**src/rtl/slc3_datapath_mem.sv**
```systemverilog
// SLC-3 datapath: PC/IR/MAR/MDR, 8-entry register file, CC/BEN on one shared bus,
// plus a request/acknowledge memory engine with wait states, timeout and sticky error.
module slc3_datapath_mem #(
    parameter int          WIDTH       = 16,
    parameter logic [15:0] RESET_PC    = 16'h0000,
    parameter int          MEM_TIMEOUT = 64
) (
    input  logic             clk,
    input  logic             reset,
    input  logic             ld_pc,
    input  logic             ld_mar,
    input  logic             ld_mdr,
    input  logic             ld_ir,
    input  logic             ld_reg,
    input  logic             ld_cc,
    input  logic [2:0]       gate_sel,
    input  logic [1:0]       pc_sel,
    input  logic             addr1_sel,
    input  logic [1:0]       addr2_sel,
    input  logic             sr1_sel,
    input  logic             dr_sel,
    input  logic [1:0]       aluop,
    input  logic             mem_rd,
    input  logic             mem_wr,
    output logic             mem_req,
    output logic             mem_we,
    output logic [WIDTH-1:0] mem_addr,
    output logic [WIDTH-1:0] mem_wdata,
    input  logic [WIDTH-1:0] mem_rdata,
    input  logic             mem_ack,
    output logic             mem_busy,
    output logic             mem_done,
    output logic             mem_err,
    output logic [WIDTH-1:0] ir_out,
    output logic [WIDTH-1:0] pc_out,
    output logic [WIDTH-1:0] mar_out,
    output logic [WIDTH-1:0] mdr_out,
    output logic [WIDTH-1:0] bus_out,
    output logic [2:0]       cc_out,
    output logic             ben
);
    localparam int CW = $clog2(MEM_TIMEOUT + 1);
    localparam logic [WIDTH-1:0] PC_INIT = WIDTH'(RESET_PC);

    typedef enum logic [1:0] {IDLE, RD_WAIT, WR_WAIT} mem_state_t;

    logic [WIDTH-1:0]        pc, ir, mar, mdr;
    logic [7:0][WIDTH-1:0]   regs;
    logic [2:0]              cc;
    logic [WIDTH-1:0]        bus, alu, alu_b, sr1, sr2;
    logic [WIDTH-1:0]        addr_a, addr_b, addr_sum, pc_next;
    logic [2:0]              sr1_idx, dr_idx;
    mem_state_t              state;
    logic [CW-1:0]           wait_cnt;
    logic                    rd_done;

    assign sr1_idx = sr1_sel ? ir[11:9] : ir[8:6];
    assign dr_idx  = dr_sel ? 3'd7 : ir[11:9];
    assign sr1     = regs[sr1_idx];
    assign sr2     = regs[ir[2:0]];
    assign alu_b   = ir[5] ? {{(WIDTH-5){ir[4]}}, ir[4:0]} : sr2;

    always_comb begin
        alu = sr1;
        case (aluop)
            2'd0:    alu = sr1 + alu_b;
            2'd1:    alu = sr1 & alu_b;
            2'd2:    alu = ~sr1;
            default: alu = sr1;
        endcase
    end

    assign addr_a = addr1_sel ? sr1 : pc;

    always_comb begin
        addr_b = '0;
        case (addr2_sel)
            2'd1:    addr_b = {{(WIDTH-6){ir[5]}}, ir[5:0]};
            2'd2:    addr_b = {{(WIDTH-9){ir[8]}}, ir[8:0]};
            2'd3:    addr_b = {{(WIDTH-11){ir[10]}}, ir[10:0]};
            default: addr_b = '0;
        endcase
    end

    assign addr_sum = addr_a + addr_b;

    always_comb begin
        bus = '0;
        case (gate_sel)
            3'd1:    bus = pc;
            3'd2:    bus = addr_sum;
            3'd3:    bus = alu;
            3'd4:    bus = mdr;
            default: bus = '0;
        endcase
    end

    always_comb begin
        pc_next = pc;
        case (pc_sel)
            2'd0:    pc_next = pc + WIDTH'(1);
            2'd1:    pc_next = bus;
            2'd2:    pc_next = addr_sum;
            default: pc_next = pc;
        endcase
    end

    // A completing read owns MDR that cycle, even over ld_mdr.
    assign rd_done = (state == RD_WAIT) && mem_ack;

    always_ff @(posedge clk) begin
        if (reset) begin
            pc   <= PC_INIT;
            ir   <= '0;
            mar  <= '0;
            mdr  <= '0;
            regs <= '0;
            cc   <= 3'b010;
        end else begin
            if (ld_pc)  pc  <= pc_next;
            if (ld_ir)  ir  <= bus;
            if (ld_mar) mar <= bus;
            if (rd_done)     mdr <= mem_rdata;
            else if (ld_mdr) mdr <= bus;
            if (ld_reg) regs[dr_idx] <= bus;
            if (ld_cc)  cc <= {bus[WIDTH-1], bus == '0, !bus[WIDTH-1] && (bus != '0)};
        end
    end

    always_ff @(posedge clk) begin
        if (reset) begin
            state     <= IDLE;
            mem_req   <= 1'b0;
            mem_we    <= 1'b0;
            mem_done  <= 1'b0;
            mem_err   <= 1'b0;
            mem_addr  <= '0;
            mem_wdata <= '0;
            wait_cnt  <= '0;
        end else begin
            mem_done <= 1'b0;
            case (state)
                IDLE: begin
                    if (mem_rd && mem_wr) begin
                        mem_err <= 1'b1;
                    end else if (mem_rd || mem_wr) begin
                        state     <= mem_wr ? WR_WAIT : RD_WAIT;
                        mem_req   <= 1'b1;
                        mem_we    <= mem_wr;
                        mem_addr  <= mar;
                        mem_wdata <= mdr;
                        wait_cnt  <= '0;
                    end
                end
                RD_WAIT, WR_WAIT: begin
                    if (mem_ack) begin
                        state    <= IDLE;
                        mem_req  <= 1'b0;
                        mem_we   <= 1'b0;
                        mem_done <= 1'b1;
                    end else if (wait_cnt == CW'(MEM_TIMEOUT - 1)) begin
                        // Last allowed request cycle went unanswered.
                        state   <= IDLE;
                        mem_req <= 1'b0;
                        mem_we  <= 1'b0;
                        mem_err <= 1'b1;
                    end else begin
                        wait_cnt <= wait_cnt + CW'(1);
                    end
                end
                default: begin
                    state   <= IDLE;
                    mem_req <= 1'b0;
                    mem_we  <= 1'b0;
                end
            endcase
        end
    end

    assign mem_busy = (state != IDLE);
    assign ir_out   = ir;
    assign pc_out   = pc;
    assign mar_out  = mar;
    assign mdr_out  = mdr;
    assign bus_out  = bus;
    assign cc_out   = cc;
    assign ben      = |(ir[11:9] & cc);

endmodule

```
**config.mk**
```make
export PLATFORM = sky130hd
export DESIGN_NAME = slc3_datapath_mem
export DESIGN_NICKNAME = d
export VERILOG_FILES = /design/src/rtl/slc3_datapath_mem.sv
export SDC_FILE = /design/constraint.sdc
export NUM_CORES = 1
export LEC_CHECK = 0
export BUFFER_PORTS_ARGS = -buffer_cell sky130_fd_sc_hd__buf_2
export CORE_AREA = 4 4 159 161
export CTS_BUF_LIST = sky130_fd_sc_hd__clkbuf_4 sky130_fd_sc_hd__clkbuf_8 sky130_fd_sc_hd__clkbuf_16
export DETAILED_ROUTE_END_ITERATION = 6
export DIE_AREA = 0 0 163 165
export GPL_ROUTABILITY_DRIVEN = 0
export PLACE_DENSITY_LB_ADDON = 0.3
export SETUP_SLACK_MARGIN = 0.4
export SLEW_MARGIN = 40
export SYNTH_ARGS = -nofsm -noshare
export SYNTH_HDL_FRONTEND = slang
export SYNTH_SLANG_ARGS = --single-unit
export TNS_END_PERCENT = 5
```
**constraint.sdc**
```tcl
create_clock -name clk -period 7.85 [get_ports clk]
set_clock_uncertainty 0.2 [all_clocks]
set_input_delay 1.57 -clock clk [delete_from_list [all_inputs] [get_ports clk]]
set_output_delay 1.57 -clock clk [all_outputs]
set_load 0.01 [all_outputs]
```
# == Yosys cells after proc, flatten, opt, wreduce, memory -nomap -nowiden ==
# Index checks and enable logic that the tools add are counted.
# classes
n_addsub,4
multipliers,0
div_mod_pow,0
n_lt_le_gt_ge,4
eq_ne,21
n_shift,0
n_mux,41
n_bitwise,5
n_reduce_logical,23
# ops
cell,n
$pmux 16 s3,3
$bwmux 128,1
$mux 16,7
$bmux 16 s3,2
$pmux 16 s4,1
$demux 16 s3,1
$add 16x16->16,2
$mux 7,4
$add 16x1->16 const B,1
$and 16x16->16,1
$logic_not 16->1,1
$not 16->16,1
$reduce_bool 16->1,1
$pmux 7 s2,1
$lt 3x4->1 const B,3
$ne 2x2->1 const B,6
$eq 2x2->1 const B,5
$mux 1,10
$mux 2,5
$eq 2x1->1 const B,4
$add 7x1->7 const B,1
$eq 7x6->1 const B,1
$eq 3x2->1 const B,2
$logic_not 2->1,3
20 further kinds,31
# totals
regBits,240
latch_bits,0
ramBits,0
romBits,0
input_bits,39
mem_count,0

# == Depth between registers and ports, before layout ==
# logic_depth
word_depth,8
depth_mapped,23
mapped_depth_nobuf,21

# == Worst setup path after synthesis ==
# No wires, ideal clock.
# synth_timing
path_kind,input port to output port
start,input port sr1_sel
end,output port bus_out[13]
t_arrival_ns,5.563
setup_slack_ns,0.517
stages,19
n_path_buf,5
path_cell_list,buf_2 mux2i_1 buf_4 buf_4 buf_6 mux4_2 mux2i_1 inv_1 ha_1 a21oi_1 o21bai_1 a21oi_1 a21oi_1 a211o_1 or4_1 o2111ai_1 nor2_1 clkbuf_1 inv_1
# synth_between
elab_chain_len,6
word_cells_on_any_way,10
cone_classes,2 x add/sub; 6 x mux; 2 x bitwise
# synth_lines
element,line,rtl
from (decl),20,"input logic sr1_sel,"
$mux 3 *,57,assign sr1_idx = sr1_sel ? ir[11:9] : ir[8:6];
$bmux 16 s3 *,59,assign sr1 = regs[sr1_idx];
$mux 16 (implied by the code) *,59,
$add 16x16->16 (tied with other cells),66,2'd0: alu = sr1 + alu_b;
$pmux 16 s3 or $add 16x16->16 (tied branches),"65, 85",
$pmux 16 s4 *,89,case (gate_sel)
to (decl),38,"output logic [WIDTH-1:0] bus_out,"
# Mark *: on every way between the ends. The rest lies on a longest branch, timed or not. The select of a mux whose other input is x is not followed.

# == Worst setup path in the final report ==
# layout_timing
start,input port sr1_sel
end,output port bus_out[12]
# Same word-level chain as after synthesis.

==> impl_metrics.csv <==
group,metric,value,unit
timing,slew_violations,0,
route,vias,14400,
synth,syn_area_per_cell,8.24,µm²
final_layout,multi_input_area,8780,µm²
route,drtIter0Drc,2348,
timing,fin_ws,563,ps
synth,synth.distinct_cells,80,
power,peakVddDrop,146,µV
power,p_per_area,205,nW/µm²
synth,ys.flop_type,"dfxtp_1",
route,drc_errors,0,
synth,yosysWarnings,0,
critical_path,critPathTopFamily,"multiplexers",
cts,cts_made_buffers,25,
timing,worst_pin_slew,842,ps
placed_design,dpl_worst_slack,232,ps
critical_path,cp.required,6080,ps
timing,fin_crit_sh,0.928,
cts,cts_sinks,239,
power,switching_share,0.300,
cts,h-tree-depth,1,
timing,tns,0,ps
global_route,grt_max_degree,142,
route,avgViaCountPerCell,6.63,
timing,setup_viol,0,
power,intPower,2.36,mW
route,wl,48900,µm
synth,ys_seq_area_frac,0.338,
timing,fmax,137,MHz
cts,cts_root_buf,"clkbuf_16",
floorplan,rows,57,
cts,clkLatencyLatePin,530,ps
critical_path,crit_chain,"buf_6 > mux2i_4 > buf_4 > buf_4 > mux4_2 > mux2i_4 > a21oi_1 > ha_1 > nor3_2 > inv_1 > o211a_1 > o211ai_1 > a21oi_1 > xor2_1 > o21ai_0 > nor3b_1 > nor4_2 > inv_1 > buf_2",
route,first_pass_iters,6,
critical_path,crit_path_top_delay_cell,"mux4_2",
cts,cts_buffer_depth,3,
timing,slew-limit-headroom,0.438,
global_route,gr-total-overflow,0,
final_layout,areaGrowthSynthToFinish,16.5,%
power,power,3.38,mW
final_layout,fin_nets,1907,
power,power_leakage,6.83,nW
final_layout,finalInstanceArea,16500,µm²
critical_path,path_buf_inv,6,
global_route,antenna_found_initial,1,
power,seqPwrFrac,0.399,
timing,final.min_clock_period,7290,ps
timing,rsz0062_at_grt,"no",
synth,synth_area_leaders,"dfxtp_1 34%, a211oi_1 9.9%, mux4_2 7.8%",
critical_path,max_stage_delay,520,ps
outcome,status,"finished, final reports clean",
global_route,grt_usage,0.342,
power,power_frac_comb,0.211,
route,wl_per_cell,22.5,µm
floorplan,die_y,165,µm
final_layout,regArea,4790,µm²
placed_design,place_area,15300,µm²
placed_design,hpwl,33400,µm
floorplan,core_area,24000,µm²
final_layout,fill_cells,1888,
synth,synth_edf_count,0,
global_route,grt_pass1_wl,73300,µm
final_layout,drive_gt1_frac,0.205,
route,postRouteAntennaNets,0,
final_layout,fin_util,0.688,
critical_path,crit_arrival,5520,ps
final_layout,layout_common_cells,"274 x nor2_1, 236 x dfxtp_1, 182 x a211oi_1",
power,power.switching,1.01,mW
global_route,grt_pass1_vias,13200,
floorplan,initial_core_util,0.591,
cts,clk_pin_slew,60,ps
timing,hold_viol,0,
power,power_frac_clock,0.390,
cts,cts_tree,"done",
synth,syn_area,14200,µm²
floorplan,die_width,163,µm
synth,syn_nets,1798,
critical_path,crit_type,"primary input to output pin",
placed_design,port_buffers,159,
critical_path,end_kind,"output pin",
synth,synthArstFlopShare,0,
critical_path,critPathMaxFanout,12,
floorplan,ios,160,
final_layout,final_common_cell,"nor2_1",
hold_path,holdCritPathClass,"flop to flop",
critical_path,startpoint_type,"primary input",
synth,synth_seq_cells,239,
job,cap_violations,0,
synth,synth_top_area_share,0.338,
synth,synth_cells,1718,
floorplan,dieArea,26900,µm²
synth,yosysTopAreaCell,"dfxtp_1",
-- sequential cells by signal (all words and copies together) (netlist names) --
register / flops
cc_out: 3
mem_we: 1
mem_wdata: 16
wait_cnt: 7
pc_out: 16
ir_out: 16
mem_err: 1
mdr_out: 16
mem_done: 1
mar_out: 16
regs: 128
mem_req: 1
mem_addr: 16
state: 1
-- worst paths after layout --
check | start | end | slack, ps | depth (start not counted)
worst max register to register | ir_out[10] | cc_out[0] | 2160 | 19
worst max-delay path | sr1_sel | bus_out[12] | 560 | 19
worst min register to register | mem_wdata[4] | mem_wdata[4] | 250 | 2
worst min-delay path | mem_wdata[4] | mem_wdata[4] | 250 | 2
-- kinds of logic after synthesis --
group | share of synthesized area
adders and majority gates | 0.0368
xor gates and xnor gates | 0.00928
muxes | 0.134
AOI/OAI and AO/OA | 0.239
and+or+nand+nor | 0.188
DFF | 0.338
buffers and inverters | 0.0546
-- worst min-delay path: stages (launching register included) --
cell and delay (ps):
dfxtp_1 300, nand2_1 50, a21oi_1 50
-- per-layer routing --
metal	routed length (µm)	share of wire	GRT usage
met1	18500	0.38	0.440
met2	21000	0.43	0.521
met3	6070	0.12	0.0776
met4	3330	0.068	0.217
met5	0	0	0
-- power by group through the flow --
| stage | clock network (mW) | registers [mW] | logic, mW |
|---|---|---|---|
| CTS | 1.32 | 1.34 | 0.677 |
| global route | 1.38 | 1.35 | 0.765 |
| finish | 1.32 | 1.35 | 0.714 |
| detailed placement | 0 | 1.37 | 0.669 |
| floorplan | 0 | 1.35 | 0.447 |
| global placement | 0 | 1.37 | 0.652 |
-- cell type report --
class / count / area share
timing repair buffer: 219 / 0.0825
tap: 324 / 0.0246
multi-input combinational: 1281 / 0.532
clock inverter: 8 / 0.0100
sequential: 239 / 0.291
inverter: 61 / 0.0139
antenna: 3 / 0.000455
clock buffer: 37 / 0.0457
-- cell usage after synthesis (8+ instances only) --
master,n
nor2b_1,34
and2_1,10
nand2b_1,11
dfxtp_1,239
nor3_1,20
inv_1,58
a211oi_1,187
xnor2_1,8
nand2_1,167
and3_1,12
o21ai_0,65
a31oi_1,10
a21o_1,9
mux4_2,49
a22oi_1,18
nor2_1,279
o211ai_1,9
clkbuf_1,123
ha_1,40
a211o_1,9
o21a_1,9
nand3_1,26
or3_1,9
a21oi_1,108
mux2i_1,69
-- timing repair --
action / CTS / global route
resized for setup: 6 / 17
hold buffers: 0 / 0
setup endpoints to repair: 9 / 10
setup buffers: 3 / 12
pin swaps: 0 / 5
-- per-stage QoR --
stage	instances	hold slack (ps)
floorplan	1718	258
global placement	2105	238
detailed placement	2106	243
CTS	2154	252
global route	2170	270
finish	2172	248
(Power assumes the default switching activity.)
